<file path="config.mk">
export PLATFORM = sky130hd
export DESIGN_NAME = frame_scheduler
export DESIGN_NICKNAME = d
export VERILOG_FILES = /design/src/rtl/frame_scheduler.sv
export SDC_FILE = /design/constraint.sdc
export NUM_CORES = 1
export LEC_CHECK = 0
export BUFFER_PORTS_ARGS = -buffer_cell sky130_fd_sc_hd__buf_4
export CAP_MARGIN = 25
export CORE_MARGIN = 8
export CORE_UTILIZATION = 51
export CTS_BUF_LIST = sky130_fd_sc_hd__clkbuf_2 sky130_fd_sc_hd__clkbuf_4 sky130_fd_sc_hd__clkbuf_8
export CTS_CLUSTER_DIAMETER = 150
export DETAILED_ROUTE_END_ITERATION = 16
export PLACE_DENSITY = 0.85
export SETUP_SLACK_MARGIN = 0.05
export SLEW_MARGIN = 10
export SYNTH_ARGS = -nofsm -noshare
export SYNTH_HDL_FRONTEND = slang
export SYNTH_SLANG_ARGS = --single-unit
</file>
<file path="constraint.sdc">
create_clock -name clk_system -period 2.4 [get_ports clk_system]
set_input_delay 0.36 -clock clk_system [delete_from_list [all_inputs] [get_ports clk_system]]
set_output_delay 0.36 -clock clk_system [all_outputs]
set_load 0.05 [all_outputs]
</file>
<file path="src/rtl/frame_scheduler.sv">
// frame_scheduler
//   Double-buffer sequencer between the rasterizer and the frame/depth buffers.
//   It allows drawing into the back buffer. When the rasterizer reports a
//   finished frame, it waits for vertical blanking and swaps front and back.
//   It then streams a clear pass (clear colour and far depth) over the new back
//   buffer before drawing resumes.
//
// Ports
//   clk_system      : system clock, the only clock
//   rstn_system     : synchronous active-low reset
//   frame_end_valid : rasterizer finished the current frame
//   frame_end_ready : frame-end accepted (RENDER only)
//   vblank_pulse    : one-cycle start-of-vblank pulse, already in clk_system
//   render_enable   : rasterizer may write the back buffer
//   active_buffer   : index of the displayed (front) buffer
//   clr_m_*         : clear-pass write stream (valid/ready, addr, buffer, data)
//   frame_count     : completed swaps, wraps at 16 bits
//   busy            : high in every state except RENDER
module frame_scheduler #(
  parameter int unsigned            PIXEL_COUNT = 76800,
  parameter int unsigned            ADDR_WIDTH  = 17,
  parameter int unsigned            COLOR_WIDTH = 12,
  parameter int unsigned            DEPTH_WIDTH = 16,
  parameter logic [COLOR_WIDTH-1:0] CLEAR_COLOR = '0,
  parameter logic [DEPTH_WIDTH-1:0] CLEAR_DEPTH = '1
) (
  input  logic                   clk_system,
  input  logic                   rstn_system,
  input  logic                   frame_end_valid,
  output logic                   frame_end_ready,
  input  logic                   vblank_pulse,
  output logic                   render_enable,
  output logic                   active_buffer,
  output logic                   clr_m_valid,
  input  logic                   clr_m_ready,
  output logic [ADDR_WIDTH-1:0]  clr_m_addr,
  output logic                   clr_m_buffer,
  output logic [COLOR_WIDTH-1:0] clr_m_color,
  output logic [DEPTH_WIDTH-1:0] clr_m_depth,
  output logic [15:0]            frame_count,
  output logic                   busy
);

  localparam logic [ADDR_WIDTH-1:0] LAST_ADDR = ADDR_WIDTH'(PIXEL_COUNT - 1);

  typedef enum logic [2:0] {
    ST_INIT,
    ST_CLEAR,
    ST_RENDER,
    ST_WAIT_VBLANK,
    ST_SWAP
  } state_t;

  state_t state;
  state_t state_next;

  logic clr_fire;
  logic clr_last;

  assign clr_fire = (state == ST_CLEAR) && clr_m_ready;
  assign clr_last = (clr_m_addr == LAST_ADDR);

  always_ff @(posedge clk_system) begin
    if (!rstn_system) begin
      state         <= ST_INIT;
      clr_m_addr    <= '0;
      active_buffer <= 1'b0;
      frame_count   <= '0;
    end else begin
      state <= state_next;
      // The address wraps to 0 on the final transfer, so it is already 0
      // whenever the FSM is outside CLEAR.
      if (clr_fire) begin
        clr_m_addr <= clr_last ? '0 : clr_m_addr + ADDR_WIDTH'(1);
      end
      if (state == ST_SWAP) begin
        active_buffer <= ~active_buffer;
        frame_count   <= frame_count + 16'd1;
        clr_m_addr    <= '0;
      end
    end
  end

  always_comb begin
    state_next      = state;
    clr_m_valid     = 1'b0;
    render_enable   = 1'b0;
    frame_end_ready = 1'b0;
    busy            = 1'b1;
    case (state)
      ST_INIT: begin
        state_next = ST_CLEAR;
      end
      ST_CLEAR: begin
        clr_m_valid = 1'b1;
        if (clr_fire && clr_last) begin
          state_next = ST_RENDER;
        end
      end
      ST_RENDER: begin
        render_enable   = 1'b1;
        frame_end_ready = 1'b1;
        busy            = 1'b0;
        if (frame_end_valid) begin
          state_next = ST_WAIT_VBLANK;
        end
      end
      ST_WAIT_VBLANK: begin
        // A pulse that coincides with the frame-end handshake arrives while
        // still in RENDER, so it never reaches this test.
        if (vblank_pulse) begin
          state_next = ST_SWAP;
        end
      end
      ST_SWAP: begin
        state_next = ST_CLEAR;
      end
      default: begin
        state_next = ST_INIT;
      end
    endcase
  end

  assign clr_m_buffer = ~active_buffer;
  assign clr_m_color  = CLEAR_COLOR;
  assign clr_m_depth  = CLEAR_DEPTH;

endmodule

</file>
# Word level (Yosys, flattened, before mapping)
# Cells that the tools add are included.
# word_totals
reg_bits,37
out_inout_bits,67
# op_classes
n_addsub,2
eq_ne,8
muxes,8
bitwise,2
n_reduce_logical,6
# ops
op,count
adder 17 x 1 -> 17 bit (second input constant),1
== test 17 bit (second input constant),1
two-way mux 17 bit,1
adder 16 x 1 -> 16 bit (second input constant),1
one-hot mux 3 bit (4 select lines),1
two-way mux 3 bit,3
== test 3 x 2 -> 1 bit (second input constant),2
!= test 2 bit (second input constant),2
OR reduction 2 bit,2
== test 3 x 1 -> 1 bit (second input constant),1
== test 3 bit (second input constant),1
logical NOT 3 bit,1
two-way mux 1 bit,3
AND reduction 3 bit,1
logical AND 1 bit,2
!= test 2 x 1 -> 1 bit (second input constant),1
NOT 1 bit,2

# Depth between registers and ports, before layout
# depth
ltp_word,5
depth_mapped,7
ltp_nobuf,5

# Worst setup path after synthesis
# Ideal clock, no wire load.
# synth_path
path_kind,register -> output
startpoint,reg state[1]
endpoint,out busy
arrival_time_ps,2325
required_time_ps,2040
slack_ps,-285
path_stages_with_launch,4
path_buffers,1
path_cell_list,dfxtp_1 buf_2 nor3b_1 inv_1
# synth_between
elab_chain_cells,2
# synth_rtl
item,line_no,source
"start, declared",54,state_t state;
"start signal, assigned",70,state <= state_next;
== test 3 x 2 -> 1 bit,90,case (state)
two-way mux 1 bit,90,
"end, declared",41,output logic busy
# No other way between the ends.

# Final worst setup path
# layout_path
startpoint,reg state[0]
endpoint,reg clr_m_addr[15]
# layout_between
elab_chain_cells,2
elab_cells_between_ends,4
# layout_rtl
item,line_no,source
== test 3 bit or == test 3 x 1 -> 1 bit (tied branches),"76, 60",
OR reduction 2 bit (no source line) or logical AND 1 bit (tied branches),-,
"end signal, assigned",74,clr_m_addr <= clr_last ? '0 : clr_m_addr + ADDR_WIDTH'(1);
"end, declared",36,"output logic [ADDR_WIDTH-1:0] clr_m_addr,"
# Parallel ways exist; a longest one is shown, timed or not.
# A chain may end at the register's enable or synchronous reset.

==> run summary <==
Via Count: 1691
Final Cycle Share: 79.74%
initial antenna violation count: 0
Overflow after GRT: 0
share of cells above drive strength 1: 20.44%
Initial Utilization: 53.70%
Yosys cell types: 34
number of diodes: 0
Leak Pwr: 0.0009064 uW
TritonCTS Buffers: 5
FF+latch count, synth: 37
CTS tree: yes
Hold Path Class: in -> reg
htree depth: 2
clock sinks: 37
Worst-Skew Late Latency: 0.28 ns
count leader, synth: dfxtp_1
Synth top area share: 37.40%
EDFF count, synth: 0
status: complete, no violations
Setup Viol. Count Final: 0
origin of the worst setup path: state[0]
clk buf depth: 2
Main synth FF type: dfxtp_1
synthesized cell area: 1981 um2
Synth Area per Inst: 8.537 um2
1st-iter DRT viols: 69
Final Core Density: 62.62%
RSZ-0062 raised after global routing: no
min cycle time layout: 1.914 ns
minimum hold slack: 0.3402 ns
top cells by count, synth: dfxtp_1, buf_4, nor2_1
post-route cell area: 2310 um2
setup_tns: 0 ns
Die ar.: 6134 um2
Placer Congestion: 0.7948
CTS Hold Buffers Added: 0
Die Width: 78.32 um
dominant cell type by area after synthesis: dfxtp_1
R2R Path Start: state[0]
DRT Pass-1 Iters: 4
Max IR drop VDD: 359.5 uV
Core ar.: 3689 um2
number of global-route vias before repair: 1580
largest net degree at the start of global routing: 18
I/O Buffers: 43
die height: 78.32 um
Synth area leaders: dfxtp_1, buf_4, xnor2_1, xor2_1, nor2_1
first-pass GRT wire length: 7.182 mm
post-synthesis sequential area ratio: 37.40%
DPL Wire Length: 3.340 mm
f_max: 522.5 MHz
pwr dens: 502.3 nW/um2
critical path launch point type: register
Syn-to-layout area delta: 16.61%
post-detailed-route wirelength per cell: 13.38 um
CTS Root Cell: clkbuf_8
WS Path Type: reg -> reg
final hold vios: 0
CTS resizes: 0
# DRC: 0
Core Rows: 22
Hold Crit Start: rstn_system
GRT Total Usage: 13.80%
CP endpoint kind: register
Routed Antenna Nets: 0
warnings from Yosys: 0
Power, Total: 1160 uW
final-report max-slew violation count: 0
crit path DAT: 2.12 ns
Syn Inst Count: 232
vias per inst: 5.252
fill cell count: 355
number of I/O pins: 72
Post-CTS Setup Bufs: 0
Crit path required time: 2.61 ns
CP Max Fanout: 8
placed cell area: 2236 um2
nets: 282
Worst-path clk slew: 0.07 ns
Fin Clk Skew: 0.006549 ns
Post-synth ARST share: 0%
max cap viols: 0
Post-Route WL: 4.308 mm
## cell families after synthesis
| logic type | Yosys count | share of synthesized area, % |
|---|---|---|
| buffers and inverters | 43 | 14.28 |
| other | 2 | 0.3792 |
| adders and majority gates | 2 | 1.263 |
| DFF | 37 | 37.40 |
| AOI/OAI and AO/OA | 29 | 9.223 |
| xor gates and xnor gates | 20 | 8.844 |
| muxes | 2 | 1.011 |
| and+or+nand+nor | 97 | 27.61 |
## state kept, by name, summed over array words and instances, names as in the netlist
name / cells
clr_m_addr: 17
frame_count: 16
state: 3
active_buffer: 1
## worst max-delay path, stage by stage, from the launching register on
cell and delay [ns]:
dfxtp_1 0.50, nand4bb_4 0.20, or3_1 0.51, or4_1 0.50, a21oi_1 0.14
## metrics by stage
stage,instances,setup WS [ns]
after floorplan,258,0.2729
after global placement,316,0.5454
after detailed placement,316,0.5025
after CTS,322,0.4881
after global routing,322,0.3497
final,322,0.4862
## layout by cell type (no fill, tap or decap)
master     instances
or3_1              3
o31ai_2            1
mux2i_1            2
nand4_1            8
nor3b_1            2
and4bb_1           1
nand3_1           13
a32oi_1            1
nand2b_1           4
nor4b_1            2
clkbuf_8           5
nor3_1             3
o21ai_0            3
clkinv_2           1
inv_1              5
and4_1             3
clkinv_1           1
ha_1               2
xnor2_1           10
o31a_1             1
and2_1             2
or4_1              9
and3_1             3
conb_1            28
o31ai_1            9
nand4bb_4          1
a21oi_1           14
dfxtp_1           37
xor2_1            10
nand2_1           15
buf_4             47
nor3b_2            1
nor4_1             4
nor2_1            23
## power by group
part / internal (uW) / switching, uW
logic: 19.0 / 129
clock network: 191 / 199
registers: 617 / 4.88
total: 827 / 333
## path summary, 6_finish.rpt
| kind | endpoint | slack (ns) | cells after the start |
|---|---|---|---|
| setup reg to reg | clr_m_addr[15] | 0.49 | 4 |
| hold / removal | frame_count[2] | 0.34 | 2 |
| hold reg to reg | clr_m_addr[13] | 0.50 | 2 |
| setup / recovery | clr_m_addr[15] | 0.49 | 4 |
## metal layers
layer	global-route usage (%)	up-vias	wire length [um]
met2	23.53	50	2060
met5	0	-	0
met3	6.378	2	312
li1	-	843	-
met1	15.41	796	1916
met4	2.778	0	19
## area by class of cell
class,count,area (um2),area share [%]
Multi-Input combinational cell,178,1060,45.88
Clock buffer,5,68.82,2.979
Timing Repair Buffer,47,352.8,15.28
Clock inverter,1,5.005,0.2167
Inverter,6,22.52,0.9751
Tap cell,48,60.06,2.600
Sequential cell,37,740.7,32.07
No activity file was read; power rests on OpenSTA's default activity.
